==> src/rtl/ha_bist_pkg.sv <==
// Shared definitions for the half adder BIST response compactor:
// FSM state encoding, half adder default MISR constants and the MISR step function.
package ha_bist_pkg;

  typedef enum logic [1:0] {
    IDLE = 2'd0,
    RUN  = 2'd1,
    DONE = 2'd2
  } ha_state_e;

  localparam int unsigned MISR_MAX_W = 32;

  localparam logic [7:0] HA_POLY   = 8'h1D;
  localparam logic [7:0] HA_SEED   = 8'h00;
  localparam logic [7:0] HA_GOLDEN = 8'h04;

  // One MISR clock: shift left, fold the polynomial in when the MSB falls out,
  // then inject the {carry, sum} response into the two LSBs. Width-generic up to MISR_MAX_W.
  function automatic logic [MISR_MAX_W-1:0] misr_step(
    input logic [MISR_MAX_W-1:0] sig,
    input logic [MISR_MAX_W-1:0] poly,
    input int unsigned           width,
    input logic                  c,
    input logic                  s
  );
    logic [MISR_MAX_W-1:0] mask;
    logic [MISR_MAX_W-1:0] nxt;
    logic                  msb;
    mask = (width >= MISR_MAX_W) ? '1 : ((MISR_MAX_W'(1) << width) - MISR_MAX_W'(1));
    msb  = |(sig & (MISR_MAX_W'(1) << (width - 1)));
    nxt  = (sig << 1) ^ (msb ? poly : '0) ^ {{(MISR_MAX_W-2){1'b0}}, c, s};
    return nxt & mask;
  endfunction

endpackage

==> src/rtl/ha_misr.sv <==
// SIG_WIDTH-bit multiple-input signature register: seed load and shift enable,
// plus the combinational next value so the caller can compare before the edge lands.
module ha_misr
  import ha_bist_pkg::*;
#(
  parameter int unsigned          SIG_WIDTH = 8,
  parameter logic [SIG_WIDTH-1:0] POLY      = HA_POLY,
  parameter logic [SIG_WIDTH-1:0] SEED      = HA_SEED
) (
  input  logic                 clk,
  input  logic                 rst_n,
  input  logic                 load,
  input  logic                 shift,
  input  logic                 c_in,
  input  logic                 s_in,
  output logic [SIG_WIDTH-1:0] sig,
  output logic [SIG_WIDTH-1:0] sig_next
);

  assign sig_next = SIG_WIDTH'(misr_step(MISR_MAX_W'(sig), MISR_MAX_W'(POLY),
                                         SIG_WIDTH, c_in, s_in));

  always_ff @(posedge clk) begin
    if (!rst_n || load) begin
      sig <= SEED;
    end else if (shift) begin
      sig <= sig_next;
    end
  end

endmodule

==> src/rtl/ha_response_compactor.sv <==
// Half adder BIST response compactor: MISR over PATTERN_COUNT valid samples, then golden compare.
// Optional watchdog enabled by defining HA_RESPONSE_COMPACTOR_TIMEOUT_EN.
module ha_response_compactor
  import ha_bist_pkg::*;
#(
  parameter int unsigned          SIG_WIDTH      = 8,
  parameter logic [SIG_WIDTH-1:0] POLY           = HA_POLY,
  parameter logic [SIG_WIDTH-1:0] SEED           = HA_SEED,
  parameter logic [SIG_WIDTH-1:0] GOLDEN_SIG     = HA_GOLDEN,
  parameter int unsigned          PATTERN_COUNT  = 4,
  parameter int unsigned          TIMEOUT_CYCLES = 64,
  localparam int unsigned         CNT_W          = $clog2(PATTERN_COUNT + 1)
) (
  input  logic                 clk,
  input  logic                 rst_n,
  input  logic                 start,
  input  logic                 in_valid,
  input  logic                 s_in,
  input  logic                 c_in,
  output logic                 busy,
  output logic                 done,
  output logic                 pass,
  output logic                 timeout,
  output logic [SIG_WIDTH-1:0] signature,
  output logic [CNT_W-1:0]     count
);

  ha_state_e            state, state_next;
  logic                 load, shift, wd_expire;
  logic [SIG_WIDTH-1:0] sig_next;

  ha_misr #(
    .SIG_WIDTH (SIG_WIDTH),
    .POLY      (POLY),
    .SEED      (SEED)
  ) u_misr (
    .clk      (clk),
    .rst_n    (rst_n),
    .load     (load),
    .shift    (shift),
    .c_in     (c_in),
    .s_in     (s_in),
    .sig      (signature),
    .sig_next (sig_next)
  );

`ifdef HA_RESPONSE_COMPACTOR_TIMEOUT_EN
  localparam int unsigned WD_W = $clog2(TIMEOUT_CYCLES + 1);
  logic [WD_W-1:0] wd;

  // Counts consecutive RUN cycles without a sample; any valid restarts the window.
  always_ff @(posedge clk) begin
    if (!rst_n || state != RUN || in_valid) begin
      wd <= '0;
    end else begin
      wd <= wd + WD_W'(1);
    end
  end

  assign wd_expire = (state == RUN) && !in_valid && (wd == WD_W'(TIMEOUT_CYCLES - 1));
`else
  logic wd_unused;
  assign wd_unused = ^TIMEOUT_CYCLES;
  assign wd_expire = 1'b0;
`endif

  always_comb begin
    state_next = state;
    load       = 1'b0;
    shift      = 1'b0;
    case (state)
      IDLE, DONE: begin
        if (start) begin
          state_next = RUN;
          load       = 1'b1;
        end
      end
      RUN: begin
        if (in_valid) begin
          shift = 1'b1;
          if (count == CNT_W'(PATTERN_COUNT - 1)) begin
            state_next = DONE;
          end
        end else if (wd_expire) begin
          state_next = DONE;
        end
      end
      default: state_next = IDLE;
    endcase
  end

  always_ff @(posedge clk) begin
    if (!rst_n) begin
      state   <= IDLE;
      count   <= '0;
      pass    <= 1'b0;
      timeout <= 1'b0;
    end else begin
      state <= state_next;
      if (load) begin
        count   <= '0;
        pass    <= 1'b0;
        timeout <= 1'b0;
      end else if (shift) begin
        if (count != CNT_W'(PATTERN_COUNT)) begin
          count <= count + CNT_W'(1);
        end
        // Compare the value the MISR is about to hold so pass lands with done.
        if (state_next == DONE) begin
          pass <= (sig_next == GOLDEN_SIG);
        end
      end else if (wd_expire) begin
        timeout <= 1'b1;
        pass    <= 1'b0;
      end
    end
  end

  assign busy = (state == RUN);
  assign done = (state == DONE);

endmodule
==> config.mk <==
export PLATFORM = sky130hd
export DESIGN_NAME = ha_response_compactor
export DESIGN_NICKNAME = d
export VERILOG_FILES = /design/src/rtl/ha_bist_pkg.sv /design/src/rtl/ha_misr.sv /design/src/rtl/ha_response_compactor.sv
export SDC_FILE = /design/constraint.sdc
export NUM_CORES = 1
export LEC_CHECK = 0
export ABC_AREA = 1
export CAP_MARGIN = 15
export CORE_MARGIN = 2
export CORE_UTILIZATION = 40
export CTS_CLUSTER_SIZE = 14
export DETAILED_ROUTE_END_ITERATION = 10
export PLACE_DENSITY = 0.69
export SLEW_MARGIN = 20
export SYNTH_ARGS = -nofsm -noshare
export SYNTH_HDL_FRONTEND = slang
export SYNTH_SLANG_ARGS = --single-unit
==> constraint.sdc <==
create_clock -name clk -period 1.2 [get_ports clk]
set_input_delay 0.36 -clock clk [delete_from_list [all_inputs] [get_ports clk]]
set_output_delay 0.36 -clock clk [all_outputs]
set_load 0.02 [all_outputs]
Word-level counts from Yosys, hierarchy flattened
Cells that the tools add are included.
W data, S select, Z words.
- add/subtract/negate cells: 1
- eq/ne operators: 6
- multiplexer cells: 9
- bitwise gates (word level): 3
- reduce and logical (&&, ||, !) cells: 7
- operator list (kind ; count):
    $eq A8 B3 Y1 const B ; 1
    $xor A8 B2 Y8 ; 1
    $xor A8 B8 Y8 ; 1
    $mux W2 ; 3
    $mux W5 ; 1
    $eq A2 B2 Y1 const B ; 2
    $mux W1 ; 4
    $pmux W2 S2 ; 1
    $reduce_and A2 Y1 ; 2
    $reduce_or A2 Y1 ; 2
    $add A3 B1 Y3 const B ; 1
    $eq A3 B2 Y1 const B ; 1
    $ne A3 B3 Y1 const B ; 1
    $eq A2 B1 Y1 const B ; 1
    $logic_not A2 Y1 ; 1
    $logic_not A1 Y1 ; 1
    $logic_or A1 B1 Y1 ; 1
    $not A1 Y1 ; 1
- register bits: 14
- input bits: 6
- output and inout bits: 15

Depth between registers and ports, before layout
- word-level depth: 6
- depth in mapped cells: 7

By module
Synthesis repeated with hierarchy kept, for this count alone.
- cell total of the unflattened synthesis: 130
- area total of the unflattened synthesis: 815.8 µm²
- by module, submodules not included (module ; instances ; cells each ; area an instance (µm²) ; sequential area each (µm²)):
    ha_misr ; 1 ; 71 ; 430.4 ; 160.2
    ha_response_compactor ; 1 ; 59 ; 385.4 ; 120.1

Worst setup path after synthesis
OpenSTA, ideal clock, no wires.
- kind: register -> register
- from: register count[1]
- to: register pass
- arrival time: 1.183 ns
- data required time: 1.084 ns
- slack: -0.099 ns
- cell stages (with the launch flop): 8
- clock period less this slack: 1.299 ns
- cells stage by stage: dfxtp_1 ha_1 ha_1 inv_1 nor3_1 inv_1 nand2_1 a21oi_1
- longest elaborated chain between the ends: 6
- ends and longest elaborated chain (element ; RTL line ; RTL):
    start: declaration ; ha_response_compactor.sv:25 ; output logic [CNT_W-1:0] count
    start signal: assignment ; ha_response_compactor.sv:106 ; count <= count + CNT_W'(1);
    $eq A3 B2 Y1 ; ha_response_compactor.sv:81 ; if (count == CNT_W'(PATTERN_COUNT - 1)) begin
    $mux W2 ; ha_response_compactor.sv:81 ;
    $mux W2 ; ha_response_compactor.sv:79 ; if (in_valid) begin
    $pmux W2 S2 ; ha_response_compactor.sv:71 ; case (state)
    $eq A2 B2 Y1 ; ha_response_compactor.sv:109 ; if (state_next == DONE) begin
    $reduce_and A2 Y1 (no source line) ; - ;
    end signal: assignment ; ha_response_compactor.sv:110 ; pass <= (sig_next == GOLDEN_SIG);
    end: declaration ; ha_response_compactor.sv:22 ; output logic pass,
Every way passes these cells.
A chain may end at the register's enable or synchronous reset.

Worst setup path after layout
- from: register state[0]
- to: output port done
- longest elaborated chain between the ends: 1
- ends and longest elaborated chain (element ; RTL line ; RTL):
    start: declaration ; ha_response_compactor.sv:28 ; ha_state_e state, state_next;
    start signal: assignment ; ha_response_compactor.sv:99 ; state <= state_next;
    $eq A2 B2 Y1 ; ha_response_compactor.sv:120 ; assign done = (state == DONE);
    end: declaration ; ha_response_compactor.sv:21 ; output logic done,
Every way passes these cells.

==> results.yml <==
outcome:
  outcome: "finished with violations"
  violations: "setup timing"
global_routing:
  grtUsageMet1_pct: 20.5
  busiest_layer: "met2"
  gr-total-overflow: 0
  grt_pass1_vias: 592
  grt_util_all_layers_pct: 16.7
  use_met2_pct: 26.1
  grt_pass1_wl_um: 2450
  antenna_found_initial: 0
  grt_use_met3_pct: 4.71
  grt_max_degree: 12
critical_path:
  path_buf_inv: 2
  cpLargestDelayFamily: "flip-flops"
  crit_arrival_ps: 930
  worstPathCellList: "buf_6 > nor2_4 > buf_6"
  max_stage_delay_ps: 330
  end_kind: "output port"
  critPathMaxFanout: 2
  cp_common_cell: "buf_6"
  worstPathRequired_ps: 840
  slowest_stage: "dfxtp_2"
  worstSetupPathType: "reg2out"
  reg2reg_slack_ps: -30
  critPathLaunchType: "register"
finish:
  finalInstanceArea_sq_um: 1120
  antenna_cells: 0
  nNetsFinal: 144
  syn_to_final_growth_pct: 55.3
  final_layout_size_suffix_gt1_share_pct: 45.9
  finalNonFillerCells: 158
  fillers: 139
  final_util_pct: 65.4
clocking:
  tritoncts: "yes"
  clock-sinks: 14
  cts_root_buffer: "clkbuf_4"
  insertion_delay_ps: 280
  htreeDepth: 1
  clk_pin_slew_ps: 80
  clk_path_buf_depth: 2
  ctsHoldBuffers: 0
  cts_buffers: 3
power:
  power_mw: 1.02
  p_switching_mw: 0.300
  p_int_mw: 0.719
  irDropWorstVdd_v: 0.000640
  power_leakage_nw: 0.516
  p_comb_share_pct: 25.1
  p_seq_share_pct: 48.4
  power.share.clock_pct: 26.4
  switching_share_pct: 29.4
  p_per_area_nw_per_um2: 912
logic_synthesis:
  syn_area_per_cell_sq_um: 7.34
  synth.distinct_cells: 20
  synth-edff-count: 0
  synth_cells: 98
  synth_area_sq_um: 719
  ys_async_sr_fraction_pct: 0
  synth_warnings: 0
  synth-seq-cells: 14
  synth_seq_area_share_pct: 39.0
  ys.flop_type: "dfxtp_1"
  syn_nets: 107
sta:
  fin_ws_ps: -87.9
  final.setup_skew_ps: 0.548
  timing.hold.ws_ps: 468
  fmax_mhz: 776
  setup_viol_count_final: 10
  fin_setup_tns_ps: -270
  drv_slew: 0
  rsz0062_at_grt: "yes"
  post-route-period-util_pct: 107
  period_needed_ps: 1290
  timing_hold_violations_final: 0
drt:
  postRouteAntennaNets: 0
  via_per_inst: 4.46
  drtIter0Drc: 4
  drt-pass1-iter-count: 4
  vias: 705
  route.detailed.drc: 0
  drt-total-wl_um: 1570
  wl_per_cell_um: 9.94
placement:
  dpl_worst_slack_ps: -352
  port_buffers: 19
  placed_area_sq_um: 1030
  routabilityCongestion: 0.710
  place_hpwl_um: 1160
  placedCellCount: 153
die:
  core_area_sq_um: 1710
  dieArea_sq_um: 2150
  die_width_um: 46.4
  io_pins: 21
  rows: 15
  start_util_pct: 42.1
  die_y_um: 46.4
min_path:
  hold_class: "reg2reg"
job:
  drv_cap: 0
[repair_timing]
action	CTS	global route
buffers inserted	0	3
endpoints found under the setup margin	26	17
resized for setup	77	23
pin swaps	4	4
[power by group through the flow]
stage | Combinational (mW) | Sequential [mW] | Clock [mW]
after floorplan | 0.109 | 0.520 | 0
after detailed placement | 0.222 | 0.502 | 0
after CTS | 0.216 | 0.494 | 0.271
after global placement | 0.218 | 0.502 | 0
final | 0.256 | 0.493 | 0.269
after global routing | 0.280 | 0.495 | 0.305
[worst paths after layout]
| check | startpoint | end | depth (start not counted) |
|---|---|---|---|
| worst max register to register | state[0] | count[2] | 8 |
| worst min-delay path | pass | pass | 2 |
| worst max-delay path | state[0] | done | 3 |
| worst min register to register | pass | pass | 2 |
[Yosys cell counts (2+ instances only)]
cell	number	area share [%]
nor2_1	4	2.1
a21oi_1	13	9.0
ha_1	3	5.2
o21ai_1	3	2.1
inv_1	18	9.4
nand2_1	18	9.4
buf_4	4	4.2
o21ai_0	9	6.3
dfxtp_1	14	39
inv_2	2	1.0
[area by class of cell]
cell class | count | area (sq um) | share of cell area, %
Clock buffer | 3 | 22.5 | 2.02
Sequential cell | 14 | 285 | 25.5
Timing Repair Buffer | 38 | 304 | 27.2
Inverter | 20 | 82.6 | 7.39
Tap cell | 25 | 31.3 | 2.80
Multi-Input combinational cell | 58 | 392 | 35.1
[flip-flops by register name (all words and copies together), names as in the netlist]
name / flops
count: 3
pass: 1
state: 2
u_misr.sig: 8
[worst min-delay path, cell delays in order, from the launching register on]
cell	delay (ps)
dfxtp_1	310
nand2_1	70
a21oi_2	50
[per-layer routing]
metal  vias up  share of wire [%]  wire length (um)
met2        10                 51               803
met5         -                  0                 0
met3         5                2.9                45
met1       319                 44               692
met4         0                1.8                29
li1        371                  -                 -
[layout by cell type (no fill, tap or decap), types with 3 or more instances in the layout]
master            n
o21ai_1           6
buf_4            13
buf_6             9
clkdlybuf4s50_1   5
a21oi_1           9
a21oi_2           4
clkbuf_4          3
dfxtp_1          10
nand2_1          17
inv_2             4
buf_2            11
dfxtp_2           4
o21ai_2           3
inv_1            14
nor2_1            3
[kinds of logic after synthesis]
group,after synthesis,synth area share (%)
flip-flops,14,39.0
adder cells (fa/ha/maj),3,5.22
AO/OA/AOI/OAI,26,18.3
other,1,0.521
XOR/XNOR,2,2.44
buffers and inverters,26,17.4
AND/OR/NAND/NOR,26,17.2
Note: power is estimated with default switching activity, not from simulation.
